===== src/rtl/universal_shift_reg_pkg.sv =====
// Shared definitions for the universal shift register: mode encoding and
// helpers that classify a mode for the step counter.
package universal_shift_reg_pkg;

  localparam int unsigned MODE_W = 3;

  typedef enum logic [MODE_W-1:0] {
    MODE_HOLD   = 3'd0,
    MODE_LOAD   = 3'd1,
    MODE_SHL    = 3'd2,
    MODE_SHR    = 3'd3,
    MODE_ROL    = 3'd4,
    MODE_ROR    = 3'd5,
    MODE_CLEAR  = 3'd6,
    MODE_INVERT = 3'd7
  } mode_e;

  // Shift and rotate operations advance the step count.
  function automatic logic is_step(input mode_e m);
    return (m == MODE_SHL) || (m == MODE_SHR) || (m == MODE_ROL) || (m == MODE_ROR);
  endfunction

  // Load and clear start a fresh word.
  function automatic logic is_clear(input mode_e m);
    return (m == MODE_LOAD) || (m == MODE_CLEAR);
  endfunction

endpackage


===== src/rtl/universal_shift_reg_step_counter.sv =====
// Counts shift/rotate steps since the last load/clear/reset and pulses
// done_o for one cycle when a full word of WIDTH steps has been shifted.
module usr_step_counter #(
  parameter int unsigned WIDTH = 8
) (
  input  logic                   clk_i,
  input  logic                   rst_i,
  input  logic                   en_i,
  input  logic                   step_i,
  input  logic                   clear_i,
  output logic [$clog2(WIDTH):0] count_o,
  output logic                   done_o
);

  localparam int unsigned   CW   = $clog2(WIDTH) + 1;
  localparam logic [CW-1:0] LAST = CW'(WIDTH - 1);

  logic [CW-1:0] count_q, count_d;
  logic          done_q, done_d;

  // Next count and done pulse; done is only ever high for the cycle after the
  // wrapping step, and drops whenever the enable is low.
  always_comb begin
    count_d = count_q;
    done_d  = 1'b0;
    if (en_i) begin
      if (clear_i) begin
        count_d = '0;
      end else if (step_i) begin
        if (count_q == LAST) begin
          count_d = '0;
          done_d  = 1'b1;
        end else begin
          count_d = count_q + 1'b1;
        end
      end
    end
  end

  // Counter state register with asynchronous reset.
  always_ff @(posedge clk_i or posedge rst_i) begin
    if (rst_i) begin
      count_q <= '0;
      done_q  <= 1'b0;
    end else begin
      count_q <= count_d;
      done_q  <= done_d;
    end
  end

  assign count_o = count_q;
  assign done_o  = done_q;

endmodule


===== src/rtl/universal_shift_reg.sv =====
// Universal shift register: hold, load, shift, rotate, clear and invert,
// with a step counter that flags each completed word.
module universal_shift_reg
  import universal_shift_reg_pkg::*;
#(
  parameter int unsigned      WIDTH       = 8,
  parameter logic [WIDTH-1:0] RESET_VALUE = '0
) (
  input  logic                   Clock,
  input  logic                   Reset,
  input  logic                   Enable,
  input  logic [MODE_W-1:0]      Mode,
  input  logic [WIDTH-1:0]       ParallelIn,
  input  logic                   SerialInL,
  input  logic                   SerialInR,
  output logic [WIDTH-1:0]       Q,
  output logic [WIDTH-1:0]       Qbar,
  output logic                   SerialOutL,
  output logic                   SerialOutR,
  output logic [$clog2(WIDTH):0] ShiftCount,
  output logic                   WordDone
);

  mode_e            mode;
  logic [WIDTH-1:0] q_q, q_d;
  logic             step, clear;

  assign mode  = mode_e'(Mode);
  assign step  = is_step(mode);
  assign clear = is_clear(mode);

  // Next register contents for the selected operation.
  always_comb begin
    q_d = q_q;
    case (mode)
      MODE_LOAD:   q_d = ParallelIn;
      MODE_SHL:    q_d = {q_q[WIDTH-2:0], SerialInL};
      MODE_SHR:    q_d = {SerialInR, q_q[WIDTH-1:1]};
      MODE_ROL:    q_d = {q_q[WIDTH-2:0], q_q[WIDTH-1]};
      MODE_ROR:    q_d = {q_q[0], q_q[WIDTH-1:1]};
      MODE_CLEAR:  q_d = '0;
      MODE_INVERT: q_d = ~q_q;
      default:     q_d = q_q;
    endcase
  end

  // Data register with asynchronous reset and clock enable.
  always_ff @(posedge Clock or posedge Reset) begin
    if (Reset) begin
      q_q <= RESET_VALUE;
    end else if (Enable) begin
      q_q <= q_d;
    end
  end

  usr_step_counter #(
    .WIDTH (WIDTH)
  ) u_step_counter (
    .clk_i   (Clock),
    .rst_i   (Reset),
    .en_i    (Enable),
    .step_i  (step),
    .clear_i (clear),
    .count_o (ShiftCount),
    .done_o  (WordDone)
  );

  assign Q          = q_q;
  assign Qbar       = ~q_q;
  assign SerialOutL = q_q[WIDTH-1];
  assign SerialOutR = q_q[0];

endmodule

===== config.mk =====
export PLATFORM = sky130hd
export DESIGN_NAME = universal_shift_reg
export DESIGN_NICKNAME = d
export VERILOG_FILES = /design/src/rtl/universal_shift_reg_pkg.sv /design/src/rtl/universal_shift_reg_step_counter.sv /design/src/rtl/universal_shift_reg.sv
export SDC_FILE = /design/constraint.sdc
export NUM_CORES = 1
export LEC_CHECK = 0
export CAP_MARGIN = 20
export CORE_MARGIN = 1
export CORE_UTILIZATION = 28
export CTS_BUF_LIST = sky130_fd_sc_hd__clkbuf_4 sky130_fd_sc_hd__clkbuf_8 sky130_fd_sc_hd__clkbuf_16
export DETAILED_ROUTE_END_ITERATION = 10
export PLACE_DENSITY_LB_ADDON = 0.1
export SLEW_MARGIN = 15
export SYNTH_ARGS = -nofsm -noshare
export SYNTH_HDL_FRONTEND = slang
export SYNTH_HIERARCHICAL = 1
export SYNTH_SLANG_ARGS = --single-unit

===== constraint.sdc =====
create_clock -name Clock -period 1.27 [get_ports Clock]
set_input_delay 0.1905 -clock Clock [delete_from_list [all_inputs] [get_ports Clock]]
set_output_delay 0.1905 -clock Clock [all_outputs]
set_load 0.03 [all_outputs]

==> results of run 1 <==
-- worst register-to-register path: stages, from the launching register on --
cell      delay (ns)
dfrtp_1         0.47
nand4b_1        0.14
o21ai_1         0.08
o32ai_1         0.31
o21ai_1         0.11
-- sequential cells by signal, indices dropped and copies added, names as in the netlist --
| signal | flops |
|---|---|
| u_step_counter/done_o | 1 |
| Q | 8 |
| u_step_counter/count_o | 4 |
-- per-layer routing --
metal / share of wire [%] / wire (um) / vias to the layer above / track usage (%)
li1: - / - / 493 / -
met3: 7.1 / 183 / 2 / 2.814
met1: 47 / 1205 / 455 / 20.34
met4: 0.47 / 12 / 0 / 5.648
met2: 45 / 1167 / 45 / 22.22
met5: 0 / 0 / - / 0
-- path summary, 6_finish.rpt --
check	from	endpoint	slack (ns)	cells past startpoint
worst max-delay path	Q[0]	Q[0]	0.05	4
worst min-delay path	Reset	u_step_counter/count_o[0]	0.15	2
worst max register to register	Q[0]	Q[0]	0.05	4
worst min register to register	u_step_counter/count_o[2]	u_step_counter/count_o[2]	0.55	1
max in group asynchronous	Reset	Q[6]	0.81	2
min in group Clock	ParallelIn[7]	Q[7]	0.51	3
-- layout make-up --
class	instances	area [um^2]	area share, %
Tap cell	44	55.05	3.738
Timing Repair Buffer	58	506.7	34.41
Inverter	13	52.55	3.568
Clock buffer	4	30.03	2.039
Sequential cell	13	326.6	22.18
Multi-Input combinational cell	74	501.7	34.07
-- power groups by stage --
stage | registers (mW) | clock network [mW] | logic (mW)
3_3_place_gp | 0.628 | 0 | 0.910
3_5_place_dp | 0.632 | 0 | 0.913
5_1_grt | 0.640 | 0.315 | 0.995
6_report | 0.626 | 0.290 | 0.923
4_1_cts | 0.626 | 0.304 | 0.929
2_1_floorplan | 0.765 | 0 | 0.413
-- through the flow --
stage                     setup WS (ns)  TNS, ns  instances  total power, mW  hold WS, ns
final                           0.04700        0        206            1.839       0.1523
after global routing            0.02364        0        206            1.949       0.1623
after CTS                       0.06202        0        206            1.858       0.1532
after detailed placement        -0.3894   -4.571        200            1.545       0.4615
after global placement          -0.3979   -4.382        200            1.538       0.4492
after floorplan                 -0.2013  -0.6940        110            1.178     -0.03098
-- cell usage after synthesis --
cell	n
buf_6	4
inv_1	13
o32ai_1	1
o21ai_2	1
and3b_1	1
mux2i_1	7
dfrtp_1	13
o21ai_1	4
nor3_1	2
ha_1	1
nand3_1	1
buf_4	4
a21oi_1	4
or2_1	1
clkbuf_2	1
and4_4	1
o21ai_4	1
o221ai_1	6
buf_2	1
o2111ai_1	1
o311ai_1	1
o21ai_0	14
nand2b_1	1
xor2_1	1
nand4b_1	1
nand2_1	14
a311oi_1	1
nor2_1	4
a22o_1	1
o31ai_1	1
and2_1	1
nor3b_2	1
nand4_1	1
-- kinds of logic (layout without fill, tap and decap cells) --
family / Yosys count / in the layout / share of synthesized area [%]
buffers and inverters: 23 / 75 / 14.27
AND/OR/NAND/NOR: 29 / 29 / 15.87
multiplexers: 7 / 7 / 7.467
adder cells (fa/ha/maj): 1 / 1 / 1.333
XOR/XNOR: 1 / 1 / 0.9335
AO/OA/AOI/OAI: 36 / 36 / 25.47
flip-flops: 13 / 13 / 34.67
-- timing repair --
action | CTS | global route
buffers inserted | 2 | 0
endpoints found under the setup margin | 14 | 0
gates resized for setup | 11 | 0
==> impl_metrics.toml, run 1 <==
[run_status]
outcome = "finished, final reports clean"

[route]
post_drt_wl_per_cell_um = 12.48
via_per_inst = 4.830
drt_iter0_markers = 34
final_antenna_net_count = 0
num_vias = 995
routed_wl_um = 2570
drc = 0
drt-pass1-iter-count = 4

[timing]
fin_skew_ns = 0.001804
period_needed_ns = 1.223
setup_violations = 0
relSlewSlack_pct = 78.06
fin_crit_sh_pct = 96.30
tightest_slew_ns = 0.3287
fmax_mhz = 817.7
rsz0062_at_grt = "no"
hold_violations = 0
slew_violations = 0

[yosys]
yosys_warnings = 6
synth_area_um2 = 938.4
syn_avg_cell_area_um2 = 8.531
ys_seq_area_share_pct = 34.67
synth_top_area_share_pct = 34.67
syn_nets = 127
synth-seq-cells = 13
synth_area_leaders = "dfrtp_1 (35%), mux2i_1 (7.5%), o21ai_0 (7.5%), nand2_1 (5.6%), o221ai_1 (5.6%)"
synth_area_leader_cell = "dfrtp_1"
synth_cells = 110
ys_types = 33

[clocking]
cts_max_path_buffers = 2
htree_levels = 1
cts_hold_buf = 0
clock_latency_ns = 0.27
tritoncts = "done"
root_buffer = "clkbuf_4"
clk_pin_slew_worst_paths_ns = 0.09
clock-sinks = 13
cts_buffers = 3

[setup_path]
cp-start-kind = "flip-flop"
path_buf_inv = 0
critPathRequiredTime_ns = 1.43
end_kind = "flip-flop"
crit_path_max_fanout = 7
crit_path_cell_trace = "nand4b_1, o21ai_1, o32ai_1, o21ai_1"
cpMostUsedCell = "o21ai_1"
critPathKind = "flip-flop to flip-flop"
slowest_stage = "dfrtp_1"
worstPathArrival_ns = 1.38
path_delay_family = "compound AO/OA/AOI/OAI gates"
slowest_delay_ns = 0.47

[die]
rows = 20
fp.dieW_um = 59.89
ioPinCount = 39
initial_core_util_pct = 30.00
die_h_um = 59.89
die_area_um2 = 3587
core_area_um2 = 3128

[placement]
place_area_um2 = 1416
port_buffers = 38
dpl.hpwl_um = 1927
gp_congestion = 0.8637

[final_layout]
final_cell_mix = "buf_4 (37), nand2_1 (14), dfrtp_1 (12), clkdlybuf4s50_1 (12)"
mostFrequentLayoutCell = "buf_4"
fin_area_um2 = 1473
drive_gt1_share_pct = 35.19
synthToLayoutAreaGrowth_pct = 56.93
nNetsFinal = 180
postLayoutCoreUtil_pct = 47.08
n_fill_cell = 319
antenna_cells = 0

[pwr]
leakage_nw = 0.6905
p_clk_share_pct = 15.8
irDropWorstVdd_mv = 0.5712
power_density_nw_per_um2 = 1249
switchingPower_uw = 802.9
p_int_mw = 1.036
switching_share_pct = 43.66
sequentialPowerShare_pct = 34.1
power_frac_comb_pct = 50.2

[global_route]
grt_use_total_pct = 14.64
grt_first_pass_wirelength_um = 3967
grt_overflow = 0
antenna_found_initial = 0
grt_pass1_vias = 865
grt_max_degree = 17

[worst_hold_path]
hp-class = "input port to async pin"

[run]
max_cap_violations = 0
No activity file was read; power rests on OpenSTA's default activity.
==> run 2, diff against run 1 <==
--- a/config.mk
+++ b/config.mk
@@ -11,6 +11,7 @@
 export CTS_BUF_LIST = sky130_fd_sc_hd__clkbuf_4 sky130_fd_sc_hd__clkbuf_8 sky130_fd_sc_hd__clkbuf_16
 export DETAILED_ROUTE_END_ITERATION = 10
 export PLACE_DENSITY_LB_ADDON = 0.1
+export RECOVER_POWER = 100
 export SLEW_MARGIN = 15
 export SYNTH_ARGS = -nofsm -noshare
 export SYNTH_HDL_FRONTEND = slang
==> run 2 against run 1 <==
  * Fmax rose by 0.14%
  * Register-to-register slack barely moved
  * Clock-buffer cell count did not move
  * Largest cell class is now multi-input combinational cells
==> impl_metrics.toml, run 2 (synthesis gave the netlist of run 1 again) <==
[route]
drc = 0
routed_wl_um = 2576
final_antenna_net_count = 0
num_vias = 990
post_drt_wl_per_cell_um = 12.50
drt_iter0_markers = 33
via_per_inst = 4.806
drt-pass1-iter-count = 4

[final_layout]
n_fill_cell = 325
nNetsFinal = 180
final_cell_mix = "buf_4 (17), clkbuf_2 (17), o21ai_0 (14), nand2_1 (14), dfrtp_1 (12)"
drive_gt1_share_pct = 34.57
largest_reg_flops = 8
synthToLayoutAreaGrowth_pct = 50.13
antenna_cells = 0

[clocking]
clk_pin_slew_worst_paths_ns = 0.09
clock_latency_ns = 0.27
tritoncts = "done"
root_buffer = "clkbuf_4"
cts_max_path_buffers = 2
htree_levels = 1
cts_buffers = 3
cts_hold_buf = 0
clock-sinks = 13

[timing]
hold_ws_ns = 0.2898
period_needed_ns = 1.221
fmax_mhz = 818.8
finalSetupTns_ns = 0
fin_skew_ns = 0.001984
rsz0062_at_grt = "no"
fin_crit_sh_pct = 96.17
setup_violations = 0
fin_ws_ns = 0.04866
hold_violations = 0
tightest_slew_ns = 0.3296
slew_violations = 0
relSlewSlack_pct = 78.00

[die]
fp.dieW_um = 59.89
initial_core_util_pct = 30.00
rows = 20
core_area_um2 = 3128
die_h_um = 59.89
ioPinCount = 39
die_area_um2 = 3587

[setup_path]
worstPathArrival_ns = 1.38
crit_path_max_fanout = 7
r2r_cells = 4
end_kind = "flip-flop"
cp-start-kind = "flip-flop"
reg2reg_to = "Q[0]"
r2r_setup_slack_ns = 0.05
critPathRequiredTime_ns = 1.42
critPathKind = "flip-flop to flip-flop"
timing.rr.start = "Q[0]"

[global_route]
grt_use_total_pct = 14.64
antenna_found_initial = 0
grt_max_degree = 17
grt_overflow = 0
grt_first_pass_wirelength_um = 3967
grt_pass1_vias = 865

[pwr]
switchingPower_uw = 795.0
sequentialPowerShare_pct = 35.5
power_density_nw_per_um2 = 1244
irDropWorstVdd_mv = 0.5401
power_frac_comb_pct = 48.0
switching_share_pct = 45.36
p_int_uw = 957.5
leakage_nw = 0.6713
p_clk_share_pct = 16.5

[placement]
port_buffers = 38
pre_cts_ws_ns = -0.3894
dpl.hpwl_um = 1927
gp_congestion = 0.8637

[run]
max_cap_violations = 0

[run_status]
outcome = "finished, final reports clean"

[worst_hold_path]
hp-class = "input port to async pin"
[run 2: cell types whose count changed in the layout (fill, tap and decap cells not counted), sizes merged]
cell / previous run / this run
buf: 42 / 25
clkbuf: 4 / 21
clkdlybuf4s50: 12 / 11
dlygate4sd3: 0 / 1
[run 2: timing repair]
item,CTS,global route
resized for setup,11,0
setup buffers,2,0
endpoints found under the setup margin,14,0
[run 2: layout make-up]
type | instances | area [um^2] | area share, %
multi-input cells | 74 | 496.7 | 35.26
inverters | 13 | 52.55 | 3.730
repair buffers | 58 | 447.9 | 31.79
flip-flops and latches | 13 | 326.6 | 23.18
well taps | 44 | 55.05 | 3.908
clock buffers | 4 | 30.03 | 2.131
[run 2: critical path: stages (launching register included)]
cell and delay (ns):
dfrtp_1 0.46, nand4b_1 0.14, o21ai_1 0.08, o32ai_1 0.29, o21ai_0 0.13
[run 2: worst max-delay path by stage]
| stage | start | endpoint | slack, ns |
|---|---|---|---|
| floorplan | Mode[2] | u_step_counter/count_o[1] | -0.20 |
| finish | Q[0] | Q[0] | 0.05 |
| global route | Q[0] | Q[0] | 0.01 |
| detailed placement | Mode[2] | u_step_counter/count_o[3] | -0.39 |
| global placement | Mode[1] | Q[0] | -0.40 |
| CTS | Q[0] | Q[0] | 0.06 |
[run 2: through the flow]
step	total power, mW	cells	instance area [um^2]	util (%)
2_1_floorplan	1.178	110	970.9	-
3_3_place_gp	1.538	200	1416	45.28
3_5_place_dp	1.545	200	1416	45.28
4_1_cts	1.858	206	1473	47.08
5_1_grt	1.863	206	1409	45.04
6_report	1.752	206	1409	45.04
[run 2: power by group through the flow]
stage	Clock [mW]	Sequential [mW]	Combinational, mW
detailed placement	0	0.632	0.913
CTS	0.304	0.626	0.929
finish	0.289	0.623	0.841
floorplan	0	0.765	0.413
global placement	0	0.628	0.910
global route	0.315	0.637	0.911
[run 2: metal layers]
| layer | routed length (um) | global-route usage (%) | vias up | share of wire (%) |
|---|---|---|---|---|
| li1 | - | - | 492 | - |
| met1 | 1234 | 20.34 | 454 | 48 |
| met2 | 1157 | 22.22 | 42 | 45 |
| met3 | 171 | 2.814 | 2 | 6.6 |
| met4 | 12 | 5.648 | 0 | 0.47 |
| met5 | 0 | 0 | - | 0 |
